$ cat src/rtl/addr_rf_scheduler.sv
// Frame-level raster scheduler in front of AddrToRF: issues each strided (h,w) position,
// waits for the fetch to finish, then hands the position to the MAC stage over valid/ready.
// Optional WAIT watchdog enabled by defining ADDR_RF_SCHED_TIMEOUT_EN.
module addr_rf_scheduler #(
    parameter int POS_BW  = 7,
    parameter int STR_BW  = 3,
    parameter int TIMEOUT = 64
) (
    input  logic              i_clk,
    input  logic              i_rst_n,
    input  logic              i_start,
    input  logic [POS_BW-1:0] i_height,
    input  logic [POS_BW-1:0] i_width,
    input  logic [STR_BW-1:0] i_stride,
    output logic              o_busy,
    output logic              o_done,
    output logic              o_rf_start,
    output logic [POS_BW-1:0] o_rf_h,
    output logic [POS_BW-1:0] o_rf_w,
    input  logic              i_rf_finish,
    output logic              o_pos_valid,
    input  logic              i_pos_ready,
    output logic [13:0]       o_pos_idx,
    output logic              o_timeout
);

    typedef enum logic [2:0] {
        S_IDLE  = 3'd0,
        S_ISSUE = 3'd1,
        S_WAIT  = 3'd2,
        S_HAND  = 3'd3,
        S_DONE  = 3'd4
    } state_t;

    state_t state, state_nxt;

    logic [POS_BW-1:0] cfg_h;
    logic [POS_BW-1:0] cfg_w;
    logic [STR_BW-1:0] cfg_s;
    logic [POS_BW-1:0] pos_h;
    logic [POS_BW-1:0] pos_w;
    logic [13:0]       idx;

    logic [POS_BW:0]   w_sum;
    logic [POS_BW:0]   h_sum;
    logic              w_wrap;
    logic              h_end;
    logic              scan_end;
    logic              accept;
    logic              xfer;
    logic              abort;
    logic              advance;

    function automatic logic [STR_BW-1:0] norm_stride(input logic [STR_BW-1:0] s);
        return (s == '0) ? STR_BW'(1) : s;
    endfunction

    function automatic logic [13:0] sat_inc(input logic [13:0] v);
        return (&v) ? v : v + 14'd1;
    endfunction

    // Sums are one bit wider than the coordinates so a large stride can never wrap past the bound.
    assign w_sum    = {1'b0, pos_w} + (POS_BW+1)'(cfg_s);
    assign h_sum    = {1'b0, pos_h} + (POS_BW+1)'(cfg_s);
    assign w_wrap   = (w_sum >= {1'b0, cfg_w});
    assign h_end    = (h_sum >= {1'b0, cfg_h});
    assign scan_end = w_wrap && h_end;

    assign accept  = (state == S_IDLE) && i_start;
    assign xfer    = (state == S_HAND) && i_pos_ready;
    assign advance = xfer || abort;

`ifdef ADDR_RF_SCHED_TIMEOUT_EN
    localparam int CNT_W = $clog2(TIMEOUT + 1);

    logic [CNT_W-1:0] wait_cnt;
    logic             timeout_q;

    // A finish arriving on the last allowed WAIT cycle still takes priority over the abort.
    assign abort = (state == S_WAIT) && !i_rf_finish && (wait_cnt == CNT_W'(TIMEOUT - 1));

    always_ff @(posedge i_clk or negedge i_rst_n) begin
        if (!i_rst_n) begin
            wait_cnt  <= '0;
            timeout_q <= 1'b0;
        end else begin
            timeout_q <= abort;
            if (state == S_ISSUE) begin
                wait_cnt <= '0;
            end else if (state == S_WAIT) begin
                wait_cnt <= wait_cnt + CNT_W'(1);
            end
        end
    end

    assign o_timeout = timeout_q;
`else
    assign abort     = 1'b0;
    assign o_timeout = 1'b0;
`endif

    always_ff @(posedge i_clk or negedge i_rst_n) begin
        if (!i_rst_n) begin
            state <= S_IDLE;
        end else begin
            state <= state_nxt;
        end
    end

    always_comb begin
        state_nxt = state;
        case (state)
            S_IDLE: begin
                if (i_start) begin
                    state_nxt = ((i_height == '0) || (i_width == '0)) ? S_DONE : S_ISSUE;
                end
            end
            S_ISSUE: state_nxt = S_WAIT;
            S_WAIT: begin
                if (i_rf_finish) begin
                    state_nxt = S_HAND;
                end else if (abort) begin
                    state_nxt = scan_end ? S_DONE : S_ISSUE;
                end
            end
            S_HAND: begin
                if (i_pos_ready) begin
                    state_nxt = scan_end ? S_DONE : S_ISSUE;
                end
            end
            S_DONE:  state_nxt = S_IDLE;
            default: state_nxt = S_IDLE;
        endcase
    end

    always_comb begin
        o_busy      = 1'b1;
        o_done      = 1'b0;
        o_rf_start  = 1'b0;
        o_pos_valid = 1'b0;
        case (state)
            S_IDLE:  o_busy      = 1'b0;
            S_ISSUE: o_rf_start  = 1'b1;
            S_HAND:  o_pos_valid = 1'b1;
            S_DONE:  o_done      = 1'b1;
            default: ;
        endcase
    end

    // Config, position and hand-off count; position only moves on a transfer or an abort.
    always_ff @(posedge i_clk or negedge i_rst_n) begin
        if (!i_rst_n) begin
            cfg_h <= '0;
            cfg_w <= '0;
            cfg_s <= '0;
            pos_h <= '0;
            pos_w <= '0;
            idx   <= '0;
        end else if (accept) begin
            cfg_h <= i_height;
            cfg_w <= i_width;
            cfg_s <= norm_stride(i_stride);
            pos_h <= '0;
            pos_w <= '0;
            idx   <= '0;
        end else begin
            if (advance) begin
                if (!w_wrap) begin
                    pos_w <= w_sum[POS_BW-1:0];
                end else begin
                    pos_w <= '0;
                    if (!h_end) begin
                        pos_h <= h_sum[POS_BW-1:0];
                    end
                end
            end
            if (xfer) begin
                idx <= sat_inc(idx);
            end
        end
    end

    assign o_rf_h    = pos_h;
    assign o_rf_w    = pos_w;
    assign o_pos_idx = idx;

endmodule

$ cat config.mk
export PLATFORM = sky130hd
export DESIGN_NAME = addr_rf_scheduler
export DESIGN_NICKNAME = d
export VERILOG_FILES = /design/src/rtl/addr_rf_scheduler.sv
export SDC_FILE = /design/constraint.sdc
export NUM_CORES = 1
export LEC_CHECK = 0
export ABC_AREA = 1
export BUFFER_PORTS_ARGS = -buffer_cell sky130_fd_sc_hd__buf_4
export CORE_MARGIN = 8
export CORE_UTILIZATION = 55
export CTS_BUF_LIST = sky130_fd_sc_hd__clkbuf_16
export CTS_CLUSTER_SIZE = 8
export DETAILED_ROUTE_END_ITERATION = 12
export PLACE_DENSITY_LB_ADDON = 0.15
export REMOVE_ABC_BUFFERS = 1
export SLEW_MARGIN = 10
export SYNTH_ARGS = -nofsm -noshare
export SYNTH_HDL_FRONTEND = slang
export SYNTH_SLANG_ARGS = --single-unit
export TNS_END_PERCENT = 30
$ cat constraint.sdc
create_clock -name i_clk -period 3.3 [get_ports i_clk]
set_clock_uncertainty 0.1 [all_clocks]
set_input_delay 0.66 -clock i_clk [delete_from_list [all_inputs] [get_ports i_clk]]
set_output_delay 0.66 -clock i_clk [all_outputs]
set_load 0.01 [all_outputs]
==> results of run 1 <==
## what timing repair did
action / in CTS / in global routing
resized for setup: 0 / 3
hold buffers: 0 / 0
setup buffers: 0 / 1
endpoints found under the setup margin: 0 / 16
hold endpoints to repair: 0 / 0
## per-layer routing
layer | share of wire (%) | up-vias | track usage [%]
li1 | - | 1381 | -
met1 | 42 | 1307 | 21.3
met2 | 51 | 64 | 33.1
met3 | 5.3 | 14 | 5.07
met4 | 1.4 | 0 | 4.58
met5 | 0 | - | 0
## synthesized netlist by cell type (2+ instances only)
cell / number
a21oi_1: 6
and3_1: 2
buf_2: 3
buf_6: 2
clkbuf_1: 3
dfrtp_1: 48
fa_1: 2
ha_1: 21
inv_1: 52
inv_4: 2
nand2_1: 123
nand2_2: 2
nand3_1: 25
nand4_1: 15
nor2_1: 24
nor2_2: 2
nor3_1: 7
o21ai_0: 23
o21ai_2: 5
o21bai_1: 2
or2_2: 5
xor2_1: 10
## through the flow
step                hold slack, ns  total power [W]  util [%]  setup slack, ns
finish                       0.276          0.00292      67.3            0.287
global route                 0.342          0.00321      67.3           0.0747
CTS                          0.312          0.00290      67.0           0.0453
detailed placement           0.372          0.00234      64.0           0.0756
global placement             0.369          0.00226      64.0            0.245
floorplan                    0.264          0.00186         -            0.433
## worst max-delay path, cell delays in order, from the launching register on
cell and delay, ns:
dfrtp_1 0.40, ha_1 0.23, fa_1 0.38, nand2_1 0.08
inv_1 0.05, o21ai_1 0.16, nor2_1 0.09, nand2_1 0.08
xor2_1 0.20, inv_1 0.07, ha_1 0.29, nand2_1 0.08
nand2_1 0.05, nor2_1 0.17, nand2_2 0.08, buf_4 0.18
nand2_1 0.07, nand2_1 0.04, nand2_1 0.05, nand2_1 0.04
nand2_1 0.05
## state kept, by name (all words and copies together), names as in the netlist
register / count
cfg_s: 3
o_rf_h: 7
o_pos_idx: 14
o_rf_w: 7
cfg_w: 7
state: 3
cfg_h: 7
## path summary, 6_finish.rpt
check / endpoint / slack, ns / depth (start not counted)
worst max register to register: state[0]$_DFFE_PN0P_ / 0.29 / 20
min in group i_clk: cfg_w[0]$_DFFE_PN0P_ / 0.39 / 2
max in group asynchronous: cfg_w[0]$_DFFE_PN0P_ / 2.38 / 1
worst max-delay path: state[0]$_DFFE_PN0P_ / 0.29 / 20
worst min-delay path: o_pos_idx[10]$_DFFE_PN0P_ / 0.28 / 1
worst min register to register: cfg_w[0]$_DFFE_PN0P_ / 0.39 / 2
## cell families (layout without fill, tap and decap cells)
family / Yosys count / in the layout / share of synthesized area, %
DFF: 48 / 48 / 39.3
other: 1 / 1 / 0.123
adders and majority gates: 23 / 23 / 9.92
and+or+nand+nor: 207 / 207 / 29.3
AOI/OAI and AO/OA: 45 / 45 / 9.22
buffers and inverters: 65 / 117 / 8.89
xor gates and xnor gates: 11 / 11 / 3.16
## placed cells by master (no fill, tap or decap), types with 5 or more instances in the layout
cell / count
nand2_1: 122
nor3_1: 7
nand4_1: 15
buf_4: 54
inv_1: 53
a21oi_1: 6
or2_2: 5
xor2_1: 10
dfrtp_1: 48
o21ai_0: 22
clkbuf_16: 5
nand3_1: 24
ha_1: 21
nor2_1: 24
o21ai_2: 5
## cell type report
cell class | count | area [sq um]
flip-flops and latches | 48 | 1200
fillers | 466 | 1780
clock buffers | 5 | 125
multi-input cells | 287 | 1590
repair buffers | 54 | 405
well taps | 72 | 90.1
clock inverters | 3 | 38.8
inverters | 55 | 211
## power by group
part / total (W) / switching (W) / leakage (nW) / internal [W]
clock network: 0.000566 / 0.000213 / 0.0850 / 0.000353
logic: 0.00144 / 0.000881 / 1.24 / 0.000558
registers: 0.000914 / 0.000147 / 0.631 / 0.000767
total: 0.00292 / 0.00124 / 1.95 / 0.00168
==> metrics.csv, run 1 <==
stage;metric;value;unit
worst_setup_path;critPathRequiredTime;3.43;ns
timing;slew_headroom;46.3;%
yosys;synth_top_area_cell;dfrtp_1;
drt;drc_errors;0;
timing;setup_violations;0;
power;peakVddDrop;0.517;mV
worst_hold_path;hp-class;in -> async;
drt;route.vias.total;2766;
flow_run;cap_violations;0;
cells_and_area;syn_to_final_growth;19.9;%
worst_setup_path;cp_max_fo;10;
yosys;avgSynthCellArea;7.63;sq um
power;leakage;1.95;nW
timing;tightest_slew;0.805;ns
yosys;synth_warnings;0;
global_routing;overflow;0;
cells_and_area;fin_area;3660;sq um
clock_tree;clock_path_buffers;2;
floorplanning;dieWidth;90.5;microns
global_routing;grt_pass1_vias;2904;
floorplanning;core_area;5440;sq um
floorplanning;start_util;56.1;%
cells_and_area;antenna_cells;0;
worst_setup_path;r2r_start;o_rf_w[0]$_DFFE_PN0P_;
worst_setup_path;crit_arrival;3.14;ns
yosys;synthCells;400;
placed_design;place_inst;515;
worst_setup_path;cp-startpoint;o_rf_w[0]$_DFFE_PN0P_;
yosys;yosysTopAreaCellShare;39.3;%
floorplanning;fp-row-count;27;
run_status;status;completed;
timing;fin_crit_sh;91.3;%
drt;drt_iter0_drc;118;
placed_design;dp_hpwl;5.54;mm
cells_and_area;finalNonFillerCells;524;
clock_tree;path_clk_slew;0.06;ns
clock_tree;htreeDepth;2;
yosys;async_flop_share;100;%
global_routing;grt_pass1_wl;12.9;mm
placed_design;placed_cell_area;3480;sq um
worst_setup_path;critical_path_class;reg -> reg;
drt;wl_per_cell;14.2;microns
floorplanning;die_area;8190;sq um
clock_tree;cts_tree;built;
timing;slew_violations;0;
yosys;synth_area_leaders;dfrtp_1 39%, nand2_1 15%, ha_1 8.6%;
drt;first_pass_iters;4;
clock_tree;cts_root_buf;clkbuf_16;
timing;layout_min_cycle_time;3.01;ns
clock_tree;numCtsBuffers;5;
power;p_per_area;798;nW/um^2
placed_design;port_buffers;53;
yosys;ys_ff_latch;48;
global_routing;antenna_found_initial;0;
cells_and_area;layout-drive-gt1-share;18.6;%
drt;antenna_left;0;
yosys;netlist_area;3050;sq um
timing;tns;0;ns
worst_setup_path;cp-end-kind;flip-flop;
global_routing;grtUsageTotal;18.6;%
clock_tree;worstSkewPairLatency;0.29;ns
global_routing;grt_max_degree;49;
timing;fmax;332;MHz
yosys;ys_types;38;
timing;rsz0062_at_grt;false;
cells_and_area;layout.nets;496;
floorplanning;ioPinCount;55;
timing;hold_violations;0;
worst_setup_path;start_kind;flip-flop;
clock_tree;cts_sinks;48;
yosys;ys_seq_area_share;39.3;%
drt;drt_wl_total;7.45;mm
floorplanning;die_h;90.5;microns
drt;drt-vias-per-instance;5.28;
placed_design;place_congestion;0.856;
yosys;synth_edf_count;0;
yosys;synthFlopType;dfrtp_1;
Power figures use the tool's default switching activity.
==> run 2, diff against run 1 <==
- CORE_MARGIN: 8 -> 3
==> run 2 against run 1 <==
Compared with the run above: core utilization increased by 2.0 points; sequential power barely moved; sequential share of layout area grew 0.29 points; cell area decreased by 0.89%; via count is 1.6% lower; wire length down 8.0%; global-route usage increased by 4.1 points; critical path type unchanged; largest power group unchanged.
==> metrics.csv, run 2 (synthesized netlist as in run 1, its figures left out) <==
stage;metric;value;unit
timing;tightest_slew;0.833;ns
timing;setup_violations;0;
drt;drt_wl_total;6.86;mm
global_routing;grtUsageMet3;4.26;%
timing;slew_violations;0;
flow_run;cap_violations;0;
cells_and_area;final_common_cell;nand2_1;
worst_setup_path;critPathRequiredTime;3.42;ns
cells_and_area;layout.nets;496;
drt;drt-vias-per-instance;5.22;
floorplanning;core_area;5240;sq um
cells_and_area;largest_reg_flops;14;
global_routing;grt_busiest_layer;met2;
floorplanning;ioPinCount;55;
cells_and_area;antenna_cells;0;
clock_tree;cts_root_buf;clkbuf_16;
clock_tree;cts_tree;built;
worst_setup_path;cp_slowest_cell;dfrtp_1;
floorplanning;die_h;80.5;microns
floorplanning;start_util;58.3;%
floorplanning;fp-row-count;26;
clock_tree;path_clk_slew;0.07;ns
drt;route.vias.total;2721;
worst_setup_path;crit_chain;ha_1 -> fa_1 -> nand2_1 -> inv_1 -> o21ai_0 -> nor2_1 -> nand2_1 -> xor2_1 -> inv_1 -> ha_1 -> nand2_1 -> nand2_1 -> nor2_1 -> nand2_2 -> buf_4 -> nand2_1 -> nand2_1 -> nand2_1 -> nand2_1 -> nand2_1;
global_routing;grt_pass1_vias;2556;
worst_setup_path;slowest_delay;0.40;ns
clock_tree;htreeDepth;2;
global_routing;grt_max_degree;49;
run_status;status;completed;
worst_setup_path;critical_path_class;reg -> reg;
cells_and_area;syn_to_final_growth;18.8;%
worst_hold_path;hp-class;in -> async;
cells_and_area;fin_area;3630;sq um
cells_and_area;final_util;69.3;%
drt;wl_per_cell;13.2;microns
timing;hold_violations;0;
worst_setup_path;cp-end-kind;flip-flop;
placed_design;placed_cell_area;3480;sq um
worst_setup_path;r2r_start;o_rf_w[0]$_DFFE_PN0P_;
worst_setup_path;cp_max_fo;10;
global_routing;grt_pass1_wl;11.6;mm
cells_and_area;layout-drive-gt1-share;18.4;%
worst_setup_path;cp-startpoint;o_rf_w[0]$_DFFE_PN0P_;
clock_tree;holdBufCountCts;0;
drt;drc_errors;0;
clock_tree;worstSkewPairLatency;0.28;ns
clock_tree;cts_sinks;48;
floorplanning;die_area;6480;sq um
timing;layout_min_cycle_time;3.03;ns
placed_design;port_buffers;53;
placed_design;place_congestion;0.836;
clock_tree;clock_path_buffers;2;
global_routing;gr-usage-met1;30.6;%
timing;fmax;331;MHz
global_routing;overflow;0;
worst_setup_path;crit_arrival;3.14;ns
drt;first_pass_iters;4;
timing;slew_headroom;44.4;%
power;peakVddDrop;0.428;mV
global_routing;antenna_found_initial;0;
drt;drt_iter0_drc;147;
global_routing;grtUsageTotal;22.6;%
placed_design;dp_hpwl;5.14;mm
power;leakage;1.94;nW
clock_tree;numCtsBuffers;5;
cells_and_area;final_cell_mix;122 x nand2_1, 54 x buf_4, 53 x inv_1, 48 x dfrtp_1;
power;p_per_area;778;nW/um^2
global_routing;grt_util_met2;37.4;%
floorplanning;dieWidth;80.5;microns
timing;fin_crit_sh;91.7;%
worst_setup_path;path_common_cell;nand2_1;
worst_setup_path;start_kind;flip-flop;
drt;antenna_left;0;
## run 2: cell count changes in the layout (fill, tap and decap cells not counted)
cell | before | now
o21ai_0 | 22 | 23
bufinv_16 | 1 | 0
o21ai_1 | 2 | 1
## run 2: cell type report
class	instances	area, sq um
Clock inverter	2	8.76
Inverter	55	211
Fill cell	436	1610
Multi-Input combinational cell	287	1590
Tap cell	70	87.6
Timing Repair Buffer	54	405
Sequential cell	48	1200
Clock buffer	5	125
## run 2: power by group
group	leakage (nW)	switching, W	total [W]	internal, W
clock	0.0709	0.000206	0.000478	0.000273
sequential	0.631	0.000146	0.000913	0.000768
combinational	1.24	0.000873	0.00143	0.000556
total	1.94	0.00122	0.00282	0.00160
## run 2: layer usage
layer  part of all wire, %  routed length, microns
met1                    46                    3130
met5                     0                       0
met2                    47                    3210
met3                   6.2                     426
met4                   1.3                      91
## run 2: worst paths after layout
check	slack, ns	depth (start not counted)	endpoint
worst max-delay path	0.27	20	state[0]$_DFFE_PN0P_
worst max register to register	0.27	20	state[0]$_DFFE_PN0P_
max in group asynchronous	2.39	1	o_pos_idx[0]$_DFFE_PN0P_
worst min-delay path	0.28	1	cfg_w[3]$_DFFE_PN0P_
min in group i_clk	0.40	2	cfg_w[0]$_DFFE_PN0P_
worst min register to register	0.40	2	cfg_w[0]$_DFFE_PN0P_
## run 2: worst max-delay path: cells and delay by family (launching register included)
kind	cells	cell delay (ns)
buf+inv	3	0.28
fa+ha+maj	3	0.90
xor+xnor	1	0.18
flops	1	0.40
simple gates	12	0.89
compound gates	1	0.20
## run 2: stage by stage
stage                     cells  hold slack, ns  worst slack (ns)  power [W]   TNS [ns]
after global routing        521           0.332         -0.000341    0.00310  -0.000341
after CTS                   520           0.309             0.168    0.00281          0
after global placement      513           0.369             0.282    0.00227          0
after floorplan             390           0.264             0.433    0.00186          0
after detailed placement    513           0.381             0.172    0.00233          0
final                       521           0.280             0.275    0.00282          0
## run 2: timing repair
action                     4_1_cts  5_1_grt
resized for setup                0        2
setup endpoints to repair        0        9
setup buffers                    0        1
==> run 3, diff against run 2 <==
- ABC_AREA: 1 -> unset
==> run 3 against run 2 <==
Compared with the run above: core utilization rose by 2.9 points; critical path depth down 9; global-route usage shrank 0.60 points; sequential power is 2.8% higher; non-clock buffer count increased by 4; die area shrank 4.7%; total power fell by 4.1%.
==> metrics.csv, run 3 <==
stage;metric;value;unit
run_status;status;completed;
drt;drt-vias-per-instance;5.61;
yosys;synthMuxAreaShare;2.25;%
timing;slew_violations;0;
timing;fmax;319;MHz
drt;drc_errors;0;
floorplanning;die_h;78.6;microns
yosys;synth_common_cells;48 x dfrtp_1, 42 x nand2_1, 22 x nor2_1;
drt;wl_per_cell;15.6;microns
global_routing;grt_pass1_vias;2271;
floorplanning;die_area;6180;sq um
worst_setup_path;cp_max_fo;6;
global_routing;overflow;0;
cells_and_area;syn_to_final_growth;22.3;%
floorplanning;core_area;4910;sq um
yosys;synth_area_leaders;dfrtp_1 41%, ha_1 9.1%, nand2_1 5.4%;
worst_setup_path;crit_chain;ha_1 -> fa_2 -> a21oi_2 -> nor3b_1 -> xor2_1 -> ha_1 -> o2111ai_1 -> nor2_1 -> a211oi_4 -> nor3_4 -> mux2_2;
clock_tree;cts_root_buf;clkbuf_16;
cells_and_area;layout.nets;399;
cells_and_area;largest_reg_flops;14;
yosys;synth_top_area_cell;dfrtp_1;
drt;wl_met2;3.16;mm
global_routing;antenna_found_initial;0;
worst_setup_path;slowest_delay;0.41;ns
yosys;netlist_area;2900;sq um
drt;top_layer_used;met4;
floorplanning;ioPinCount;55;
yosys;avgSynthCellArea;9.66;sq um
drt;route.vias.total;2369;
clock_tree;numCtsBuffers;5;
flow_run;cap_violations;0;
timing;tightest_slew;0.612;ns
worst_setup_path;crit_family;adder cells;
worst_setup_path;critical_path_class;reg -> reg;
placed_design;port_buffers;53;
cells_and_area;finalNonFillerCells;422;
drt;m1WireLength;2.99;mm
worst_setup_path;start_kind;flip-flop;
worst_setup_path;crit_arrival;3.20;ns
drt;first_pass_iters;4;
placed_design;place_congestion;0.833;
yosys;async_flop_share;100;%
clock_tree;cts_tree;built;
timing;layout_min_cycle_time;3.13;ns
yosys;yosysTopAreaCellShare;41.5;%
clock_tree;cts_sinks;48;
cells_and_area;antenna_cells;0;
power;p_per_area;764;nW/um^2
global_routing;grt_pass1_wl;10.7;mm
yosys;synth_warnings;0;
floorplanning;start_util;59.0;%
worst_setup_path;critPathRequiredTime;3.37;ns
floorplanning;fp-row-count;25;
cells_and_area;final_common_cell;buf_4;
power;peakVddDrop;0.362;mV
worst_setup_path;path_common_cell;ha_1;
clock_tree;path_clk_slew;0.06;ns
yosys;synth_fa_ha_area_share;10.4;%
placed_design;place_inst;412;
yosys;ys_seq_area_share;41.5;%
cells_and_area;final_cell_mix;58 x buf_4, 47 x dfrtp_1, 42 x nand2_1, 22 x nor2_1;
yosys;synthCells;300;
drt;drt_wl_total;6.56;mm
timing;hold_violations;0;
worst_setup_path;crit_buf_inv;0;
placed_design;dp_hpwl;4.81;mm
timing;rsz0062_at_grt;false;
timing;slew_headroom;58.7;%
global_routing;grtUsageTotal;22.0;%
power;leakage;1.75;nW
cells_and_area;n_fill_cell;402;
floorplanning;dieWidth;78.6;microns
yosys;synthFlopType;dfrtp_1;
drt;drt_iter0_drc;98;
yosys;synth_top_family_by_area;simple AND/OR/NAND/NOR gates;
yosys;synthSimpleGateAreaFrac;19.2;%
clock_tree;worstSkewPairLatency;0.29;ns
yosys;ys_types;52;
clock_tree;holdBufCountCts;0;
worst_setup_path;cp_slowest_cell;dfrtp_1;
yosys;ys_ff_latch;48;
timing;fin_crit_sh;94.9;%
power;finalPower;0.00271;W
global_routing;grt_max_degree;49;
yosys;synth_compound_area_share;15.5;%
drt;antenna_left;0;
yosys;yosysMostFrequentCell;dfrtp_1;
cells_and_area;final_util;72.2;%
timing;setup_violations;0;
yosys;synth_edf_count;0;
worst_hold_path;hp-class;in -> async;
drt;met3WireLength;334;microns
clock_tree;clock_path_buffers;2;
clock_tree;htreeDepth;2;
yosys;synth_xor_area_share;6.04;%
cells_and_area;layout-drive-gt1-share;23.9;%
worst_setup_path;cp-end-kind;flip-flop;
## run 3: timing repair
| action | in CTS | in global routing |
|---|---|---|
| setup endpoints to repair | 5 | 14 |
| pin swaps | 0 | 3 |
| buffers inserted | 0 | 2 |
| gates resized for setup | 1 | 10 |
## run 3: report_power, final
part | internal [W] | total [W] | switching [W]
sequential | 0.000766 | 0.000939 | 0.000174
clock | 0.000275 | 0.000485 | 0.000209
combinational | 0.000600 | 0.00128 | 0.000682
total | 0.00164 | 0.00271 | 0.00107
## run 3: path summary, 6_finish.rpt
path                                       startpoint  slack (ns)               endpoint  cells past startpoint
worst min register to register   cfg_w[0]$_DFFE_PN0P_        0.39   cfg_w[0]$_DFFE_PN0P_                      2
worst max-delay path            o_rf_w[0]$_DFFE_PN0P_        0.17  o_rf_h[4]$_DFFE_PN0P_                     11
min in group i_clk               cfg_w[0]$_DFFE_PN0P_        0.39   cfg_w[0]$_DFFE_PN0P_                      2
worst min-delay path                          i_rst_n        0.30   cfg_s[0]$_DFFE_PN0P_                      1
worst max register to register  o_rf_w[0]$_DFFE_PN0P_        0.17  o_rf_h[4]$_DFFE_PN0P_                     11
max in group asynchronous                     i_rst_n        2.37   cfg_s[1]$_DFFE_PN0P_                      1
## run 3: area by class of cell
class / instances / area [sq um] / share of cell area (%)
timing repair buffer: 58 / 435 / 12.3
multi-input combinational: 222 / 1610 / 45.5
sequential: 48 / 1200 / 33.9
clock inverter: 3 / 15.0 / 0.424
tap: 67 / 83.8 / 2.36
clock buffer: 5 / 125 / 3.53
inverter: 19 / 71.3 / 2.01
## run 3: logic make-up (layout without fill, tap and decap cells)
group,count (synthesis),after routing
simple gates,111,111
compound gates,61,61
flops,48,48
buf+inv,30,85
fa+ha+maj,23,23
xor+xnor,20,20
mux,6,6
other cells,1,1
## run 3: layer usage
metal | global-route usage (%) | vias to the layer above
li1 | - | 1166
met1 | 30.1 | 1132
met2 | 36.2 | 60
met3 | 4.01 | 11
met4 | 5.59 | 0
met5 | 0 | -
## run 3: metrics by stage
step	TNS, ns	setup WS (ns)	hold slack (ns)	instance area, sq um
after floorplan	-3.08	-0.392	0.264	2830
after global placement	0	0.0403	0.366	3340
after detailed placement	-0.0585	-0.0308	0.371	3340
after CTS	-0.0489	-0.0289	0.311	3490
after global routing	0	0.00720	0.332	3540
final	0	0.169	0.296	3540
